==> config.mk <==
export PLATFORM = sky130hd
export DESIGN_NAME = hasti_poci_bridge_flat
export DESIGN_NICKNAME = d
export VERILOG_FILES = /design/src/rtl/pk_hasti.sv /design/src/rtl/pk_poci.sv /design/src/rtl/if_poci.sv /design/src/rtl/hasti_poci_bridge.sv /design/src/flat_wrapper.sv
export SDC_FILE = /design/constraint.sdc
export NUM_CORES = 1
export LEC_CHECK = 0
export CAP_MARGIN = 30
export CORE_MARGIN = 4
export CORE_UTILIZATION = 29
export DETAILED_ROUTE_END_ITERATION = 12
export PLACE_DENSITY_LB_ADDON = 0.05
export SETUP_SLACK_MARGIN = 0.02
export SLEW_MARGIN = 5
export SYNTH_ARGS = -nofsm -noshare
export SYNTH_HDL_FRONTEND = slang
export SYNTH_SLANG_ARGS = --single-unit
export TNS_END_PERCENT = 1
==> constraint.sdc <==
create_clock -name pclk -period 2.01 [get_ports pclk]
set_input_delay 0.603 -clock pclk [delete_from_list [all_inputs] [get_ports pclk]]
set_output_delay 0.603 -clock pclk [all_outputs]
set_load 0.01 [all_outputs]
==> src/rtl/pk_hasti.sv <==
`default_nettype none
// ============================================================================
// Package  : pk_hasti
// Brief    : Shared HASTI bus encodings (transfer types, response codes) and
//            bus widths used by every HASTI-facing block.
// Revision : 1.0 - initial release
// ============================================================================
package pk_hasti;

    localparam int unsigned c_HADDR_W = 32;
    localparam int unsigned c_HDATA_W = 32;

    // htrans encodings
    localparam logic [1:0] c_HTRANS_IDLE   = 2'b00;
    localparam logic [1:0] c_HTRANS_BUSY   = 2'b01;
    localparam logic [1:0] c_HTRANS_NONSEQ = 2'b10;
    localparam logic [1:0] c_HTRANS_SEQ    = 2'b11;

    // hresp encodings
    localparam logic c_HRESP_OKAY  = 1'b0;
    localparam logic c_HRESP_ERROR = 1'b1;

endpackage
`default_nettype wire

==> src/rtl/pk_poci.sv <==
`default_nettype none
// ============================================================================
// Package  : pk_poci
// Brief    : POCI bus widths and the address map of the POCI segment that
//            sits behind the HASTI bridge.
// Revision : 1.0 - initial release
// ============================================================================
package pk_poci;

    localparam int unsigned c_PADDR_W = 32;
    localparam int unsigned c_PDATA_W = 32;

    // Address window decoded to the POCI segment.
    localparam logic [31:0] c_POCI_BASE = 32'h0000_0000;
    localparam logic [31:0] c_POCI_SIZE = 32'h0001_0000;

endpackage
`default_nettype wire

==> src/rtl/if_poci.sv <==
`default_nettype none
// ============================================================================
// Interface : if_poci
// Brief     : POCI bus bundle.
//             modport n : requester (drives psel/paddr/penable/pwrite/pwdata)
//             modport s : completer (drives prdata/pready/pslverr)
// Revision  : 1.0 - initial release
// ============================================================================
interface if_poci;
    import pk_poci::*;

    logic                 psel;
    logic [c_PADDR_W-1:0] paddr;
    logic                 penable;
    logic                 pwrite;
    logic [c_PDATA_W-1:0] pwdata;
    logic [c_PDATA_W-1:0] prdata;
    logic                 pready;
    logic                 pslverr;

    modport n (
        output psel, paddr, penable, pwrite, pwdata,
        input  prdata, pready, pslverr
    );

    modport s (
        input  psel, paddr, penable, pwrite, pwdata,
        output prdata, pready, pslverr
    );

endinterface
`default_nettype wire

==> src/rtl/hasti_poci_bridge.sv <==
`default_nettype none
// ============================================================================
// Module   : hasti_poci_bridge
// Brief    : Single-clock bridge from a HASTI completer port to a POCI
//            requester port. One POCI transfer (SETUP + ACCESS) per accepted
//            NONSEQ/SEQ address phase; IDLE/BUSY get a zero-wait OKAY.
// Ports    : pclk, presetn      - clock, asynchronous active-low reset
//            haddr..hwdata      - HASTI address/control/write data (inputs)
//            hrdata/hready/hresp- HASTI read data / ready / response
//            p                  - POCI requester (if_poci.n)
// Options  : HASTI_POCI_PSLVERR_EN - when defined, pslverr in the final
//            ACCESS cycle produces a two-cycle HASTI ERROR response.
// Revision : 1.0 - initial release
// ============================================================================
module hasti_poci_bridge
    import pk_hasti::*;
    import pk_poci::*;
(
    input  logic                 pclk,
    input  logic                 presetn,
    input  logic [c_HADDR_W-1:0] haddr,
    input  logic                 hwrite,
    input  logic [2:0]           hsize,
    input  logic [2:0]           hburst,
    input  logic                 hmastlock,
    input  logic [3:0]           hprot,
    input  logic [1:0]           htrans,
    input  logic [c_HDATA_W-1:0] hwdata,
    output logic [c_HDATA_W-1:0] hrdata,
    output logic                 hready,
    output logic                 hresp,
    if_poci.n                    p
);

    typedef logic [1:0] state_t;

    localparam state_t c_ST_IDLE   = 2'd0;
    localparam state_t c_ST_SETUP  = 2'd1;
    localparam state_t c_ST_ACCESS = 2'd2;
`ifdef HASTI_POCI_PSLVERR_EN
    localparam state_t c_ST_ERR    = 2'd3;
`endif

    state_t                 r_state;
    state_t                 w_state_d;
    logic [c_PADDR_W-1:0]   r_paddr;
    logic [c_PADDR_W-1:0]   w_paddr_d;
    logic                   r_pwrite;
    logic                   w_pwrite_d;
    logic                   w_htrans_act;
    logic                   w_addr_acc;
    logic                   w_psel;
    logic                   w_penable;
    logic                   w_unused;
`ifdef HASTI_POCI_PSLVERR_EN
    // Distinguishes the second ERR cycle (hready=1) from the first.
    logic                   r_err_last;
    logic                   w_err_last_d;
`endif

    assign w_htrans_act = (htrans == c_HTRANS_NONSEQ) || (htrans == c_HTRANS_SEQ);

    always_comb begin
        w_state_d  = r_state;
        w_paddr_d  = r_paddr;
        w_pwrite_d = r_pwrite;
        w_psel     = 1'b0;
        w_penable  = 1'b0;
        hready     = 1'b1;
        w_addr_acc = 1'b0;
`ifdef HASTI_POCI_PSLVERR_EN
        w_err_last_d = 1'b0;
`endif
        case (r_state)
            c_ST_IDLE: begin
                w_addr_acc = w_htrans_act;
            end
            c_ST_SETUP: begin
                w_psel    = 1'b1;
                hready    = 1'b0;
                w_state_d = c_ST_ACCESS;
            end
            c_ST_ACCESS: begin
                w_psel    = 1'b1;
                w_penable = 1'b1;
                hready    = p.pready;
`ifdef HASTI_POCI_PSLVERR_EN
                // Hold hready low so the master does not see an OKAY
                // completion before the ERROR response starts.
                if (p.pready && p.pslverr) begin
                    hready    = 1'b0;
                    w_state_d = c_ST_ERR;
                end else
`endif
                if (p.pready) begin
                    // Pipelined address phase may be taken in the last
                    // ACCESS cycle, giving a direct ACCESS -> SETUP hop.
                    w_addr_acc = w_htrans_act;
                    w_state_d  = c_ST_IDLE;
                end
            end
`ifdef HASTI_POCI_PSLVERR_EN
            c_ST_ERR: begin
                // Address phases seen in the second ERR cycle are dropped.
                hready       = r_err_last;
                w_err_last_d = ~r_err_last;
                if (r_err_last) begin
                    w_state_d = c_ST_IDLE;
                end
            end
`endif
            default: begin
                w_state_d = c_ST_IDLE;
            end
        endcase

        if (w_addr_acc) begin
            w_state_d  = c_ST_SETUP;
            w_paddr_d  = haddr;
            w_pwrite_d = hwrite;
        end
    end

    always_ff @(posedge pclk or negedge presetn) begin
        if (!presetn) begin
            r_state    <= c_ST_IDLE;
            r_paddr    <= '0;
            r_pwrite   <= 1'b0;
`ifdef HASTI_POCI_PSLVERR_EN
            r_err_last <= 1'b0;
`endif
        end else begin
            r_state    <= w_state_d;
            r_paddr    <= w_paddr_d;
            r_pwrite   <= w_pwrite_d;
`ifdef HASTI_POCI_PSLVERR_EN
            r_err_last <= w_err_last_d;
`endif
        end
    end

    assign p.psel    = w_psel;
    assign p.penable = w_penable;
    assign p.paddr   = r_paddr;
    assign p.pwrite  = r_pwrite;
    // Master holds hwdata stable while hready is low.
    assign p.pwdata  = hwdata;
    assign hrdata    = p.prdata;

`ifdef HASTI_POCI_PSLVERR_EN
    assign hresp    = (r_state == c_ST_ERR) ? c_HRESP_ERROR : c_HRESP_OKAY;
    assign w_unused = ^{hsize, hburst, hmastlock, hprot};
`else
    assign hresp    = c_HRESP_OKAY;
    assign w_unused = ^{hsize, hburst, hmastlock, hprot, p.pslverr};
`endif

endmodule
`default_nettype wire

==> src/flat_wrapper.sv <==
// flat-port wrapper written by rule: the top's interface ports become plain ports
module hasti_poci_bridge_flat import pk_hasti::*; import pk_poci::*;
  (pclk, presetn, haddr, hwrite, hsize, hburst, hmastlock, hprot, htrans, hwdata, hrdata, hready, hresp, p_psel, p_paddr, p_penable, p_pwrite, p_pwdata, p_prdata, p_pready, p_pslverr);
  if_poci p_i ();
  input  logic pclk;
  input  logic presetn;
  input  logic [c_HADDR_W-1:0] haddr;
  input  logic hwrite;
  input  logic [2:0] hsize;
  input  logic [2:0] hburst;
  input  logic hmastlock;
  input  logic [3:0] hprot;
  input  logic [1:0] htrans;
  input  logic [c_HDATA_W-1:0] hwdata;
  output logic [c_HDATA_W-1:0] hrdata;
  output logic hready;
  output logic hresp;
  output wire logic [$bits(p_i.psel)-1:0] p_psel;
  output wire logic [$bits(p_i.paddr)-1:0] p_paddr;
  output wire logic [$bits(p_i.penable)-1:0] p_penable;
  output wire logic [$bits(p_i.pwrite)-1:0] p_pwrite;
  output wire logic [$bits(p_i.pwdata)-1:0] p_pwdata;
  input wire logic [$bits(p_i.prdata)-1:0] p_prdata;
  input wire logic [$bits(p_i.pready)-1:0] p_pready;
  input wire logic [$bits(p_i.pslverr)-1:0] p_pslverr;
  assign p_psel = p_i.psel;
  assign p_paddr = p_i.paddr;
  assign p_penable = p_i.penable;
  assign p_pwrite = p_i.pwrite;
  assign p_pwdata = p_i.pwdata;
  assign p_i.prdata = p_prdata;
  assign p_i.pready = p_pready;
  assign p_i.pslverr = p_pslverr;
  hasti_poci_bridge u_core (.pclk(pclk), .presetn(presetn), .haddr(haddr), .hwrite(hwrite), .hsize(hsize), .hburst(hburst), .hmastlock(hmastlock), .hprot(hprot), .htrans(htrans), .hwdata(hwdata), .hrdata(hrdata), .hready(hready), .hresp(hresp), .p(p_i));
endmodule
==> impl_metrics.csv <==
group,metric,value,unit
run_status,status,"finished, final reports clean",
sta,relSlewSlack,44.8,%
final_layout,final_util,37.0,%
final_layout,area_delta_synth_final,24.5,%
die,die-area,8360,um2
sta,finalSetupViolCount,0,
pwr,p_sw_share,29.4,%
synth,ys_seq_elements,35,
sta,fin_worst_skew,0.00333,ns
global_routing,grt_pass1_vias,1187,
clocking,holdBufCountCts,0,
sta,fin_crit,1.93,ns
clocking,clock_path_buffers,2,
setup_path,timing.rr.end,"u_core.p.paddr[13]",
placed_design,place_congestion,0.718,
sta,hold_viol,0,
drt,wl_per_cell,15.3,um
drt,totalWireLength,4130,um
placed_design,dp.cells,261,
setup_path,rr_worst_depth,7,
setup_path,crit_arrival,1.32,ns
pwr,switchingPower,1.15,mW
placed_design,dpl-instance-area,2400,um2
global_routing,grt_overflow_total,0,
global_routing,antenna_found_initial,0,
die,die_h,91.5,um
drt,drc,0,
final_layout,fill_cells,652,
setup_path,critPathCapture,"hready",
synth,synthDistinctLibCells,15,
clocking,cts_tree,"built",
sta,drv_slew,0,
drt,viasPerCell,4.00,
drt,via_count,1079,
setup_path,path_buf_inv,2,
global_routing,grtUsageTotal,9.60,%
pwr,seqPwrFrac,32.0,%
synth,avgSynthCellArea,13.0,um2
pwr,p_total,3.92,mW
setup_path,slowest_stage,"dfrtp_1",
setup_path,crit_type,"flop to output port",
drt,postRouteAntennaNets,0,
clocking,cts_num_sinks,35,
drt,dr.pass1.iters,2,
synth,yosysWarnings,0,
pwr,p_comb_share,51.7,%
placed_design,dp_hpwl,3060,um
pwr,powerDensity,1560,nW/um2
sta,worst_slew_pin_slew,0.829,ns
setup_path,crit_family,"flip-flops",
pwr,peakVddDrop,539,uV
global_routing,grt_pass1_wl,6290,um
final_layout,drive_gt1_share,31.0,%
final_layout,finalNetCount,291,
global_routing,grt_max_degree,36,
job,max_cap_viol_count,0,
setup_path,crit_path_start_kind,"flop",
setup_path,worstPathCellList,"buf_4, ha_1, o21ai_0, buf_2",
die,initial_core_util,29.7,%
die,io_pins,215,
setup_path,critPathCaptureType,"output port",
clocking,cts_root_buffer,"clkbuf_8",
clocking,clk_pin_slew_worst_paths,0.08,ns
setup_path,crit_required,1.41,ns
clocking,h-tree-depth,2,
synth,synth_area,2020,um2
setup_path,cp_num_cells,4,
worst_hold_path,hp-class,"input pin to asynchronous set/reset pin",
die,die_w,91.5,um
synth,netlist_instances,155,
synth,syn_nets,273,
pwr,p_leak,1.16,nW
drt,initialDrtViolationCount,6,
clocking,numCtsBuffers,5,
setup_path,crit_start,"u_core.r_state[0]",
sta,timing.fmax,519,MHz
synth,synth-seq-area-share,43.4,%
clocking,clk_latency,0.28,ns
pwr,intPower,2.77,mW
placed_design,io_buffers,72,
setup_path,crit_fanout,2,
sta,period_share,95.8,%
final_layout,fin_area,2510,um2
pwr,power_frac_clock,16.3,%
die,core,6790,um2
die,fp-row-count,30,
final_layout,diodes,0,
final_layout,final_cells,270,
sta,rsz0062_at_grt,"yes",
setup_path,rrSetupSlack,0.25,ns
setup_path,rr_startpoint,"u_core.r_state[0]",
setup_path,cpPeakStageDelay,0.39,ns
sta,whs,0.415,ns
-- cell families after synthesis --
group / synth area share [%]
fa+ha+maj: 2.48
flops: 43.4
mux: 24.5
compound gates: 1.67
other cells: 0.186
simple gates: 1.55
buf+inv: 26.2
-- state kept, by name, indices dropped and copies added (netlist names) --
register	count
u_core.p.pwrite	1
u_core.p.paddr	32
u_core.r_state	2
-- placed cells by master, fill, tap and decap left out, types with 2 or more instances in the layout --
cell | Yosys | layout
a21oi_1 | 2 | 2
buf_12 | 0 | 2
buf_2 | 0 | 2
buf_4 | 65 | 5
clkbuf_8 | 0 | 5
clkdlybuf4s50_1 | 0 | 67
dfrtp_1 | 35 | 35
ha_1 | 4 | 4
inv_1 | 2 | 2
mux2_2 | 4 | 4
mux2_4 | 30 | 30
nand2_1 | 2 | 2
o21ai_0 | 3 | 3
-- how the worst min path moves through the flow --
| stage | startpoint | endpoint | slack [ns] | cells after the start |
|---|---|---|---|---|
| after floorplan | presetn | u_core.p.paddr[0] | 0.31 | 0 |
| after global placement | u_core.p.paddr[13] | u_core.p.paddr[13] | 0.49 | 1 |
| after detailed placement | u_core.p.paddr[27] | u_core.p.paddr[27] | 0.49 | 1 |
| after CTS | presetn | u_core.p.paddr[17] | 0.44 | 1 |
| after global routing | presetn | u_core.p.paddr[17] | 0.47 | 1 |
| final | presetn | u_core.p.paddr[17] | 0.41 | 1 |
-- repair_timing --
item	in CTS	in global routing
setup buffers	1	0
setup endpoints to repair	3	2
resized for setup	7	2
-- synthesized netlist by cell type --
library cell | number | area (um2)
conb_1 | 1 | 3.75
buf_4 | 65 | 488
mux2_2 | 4 | 45.0
nand2b_1 | 1 | 6.26
nand2_1 | 2 | 7.51
a21oi_1 | 2 | 10.0
ha_1 | 4 | 50.1
a21o_2 | 1 | 8.76
inv_1 | 2 | 7.51
buf_6 | 3 | 33.8
nand2_4 | 1 | 11.3
o21ai_0 | 3 | 15.0
mux2_4 | 30 | 450
dfrtp_1 | 35 | 876
nor2b_1 | 1 | 6.26
-- final cells by class --
type                    instances  area [um2]  share of cell area [%]
clock buffers                   5        68.8                    2.74
clock inverters                 3        43.8                    1.74
inverters                       2        7.51                   0.299
multi-input cells              50         614                    24.4
flip-flops and latches         35         876                    34.8
well taps                      96         120                    4.78
repair buffers                 79         785                    31.2
-- metrics by stage --
stage	setup TNS, ns	worst slack, ns
floorplan	0	0.386
global placement	-2.75	-0.356
detailed placement	-3.20	-0.373
CTS	0	0.0269
global route	0	0.00979
finish	0	0.0842
-- per-layer routing --
layer	part of all wire (%)	wire length (um)	track usage, %	vias up
li1	-	-	-	470
met1	37	1540	9.75	493
met2	47	1930	15.3	90
met3	13	553	5.63	26
met4	2.5	103	5.40	0
met5	0	0	0	-
-- power groups by stage --
| stage | Clock (mW) | Combinational, mW | Sequential, mW |
|---|---|---|---|
| floorplan | 0 | 1.02 | 1.42 |
| global placement | 0 | 2.07 | 1.26 |
| detailed placement | 0 | 2.07 | 1.27 |
| CTS | 0.685 | 2.07 | 1.26 |
| global route | 0.707 | 2.14 | 1.31 |
| finish | 0.638 | 2.03 | 1.26 |
(Power assumes the default switching activity.)
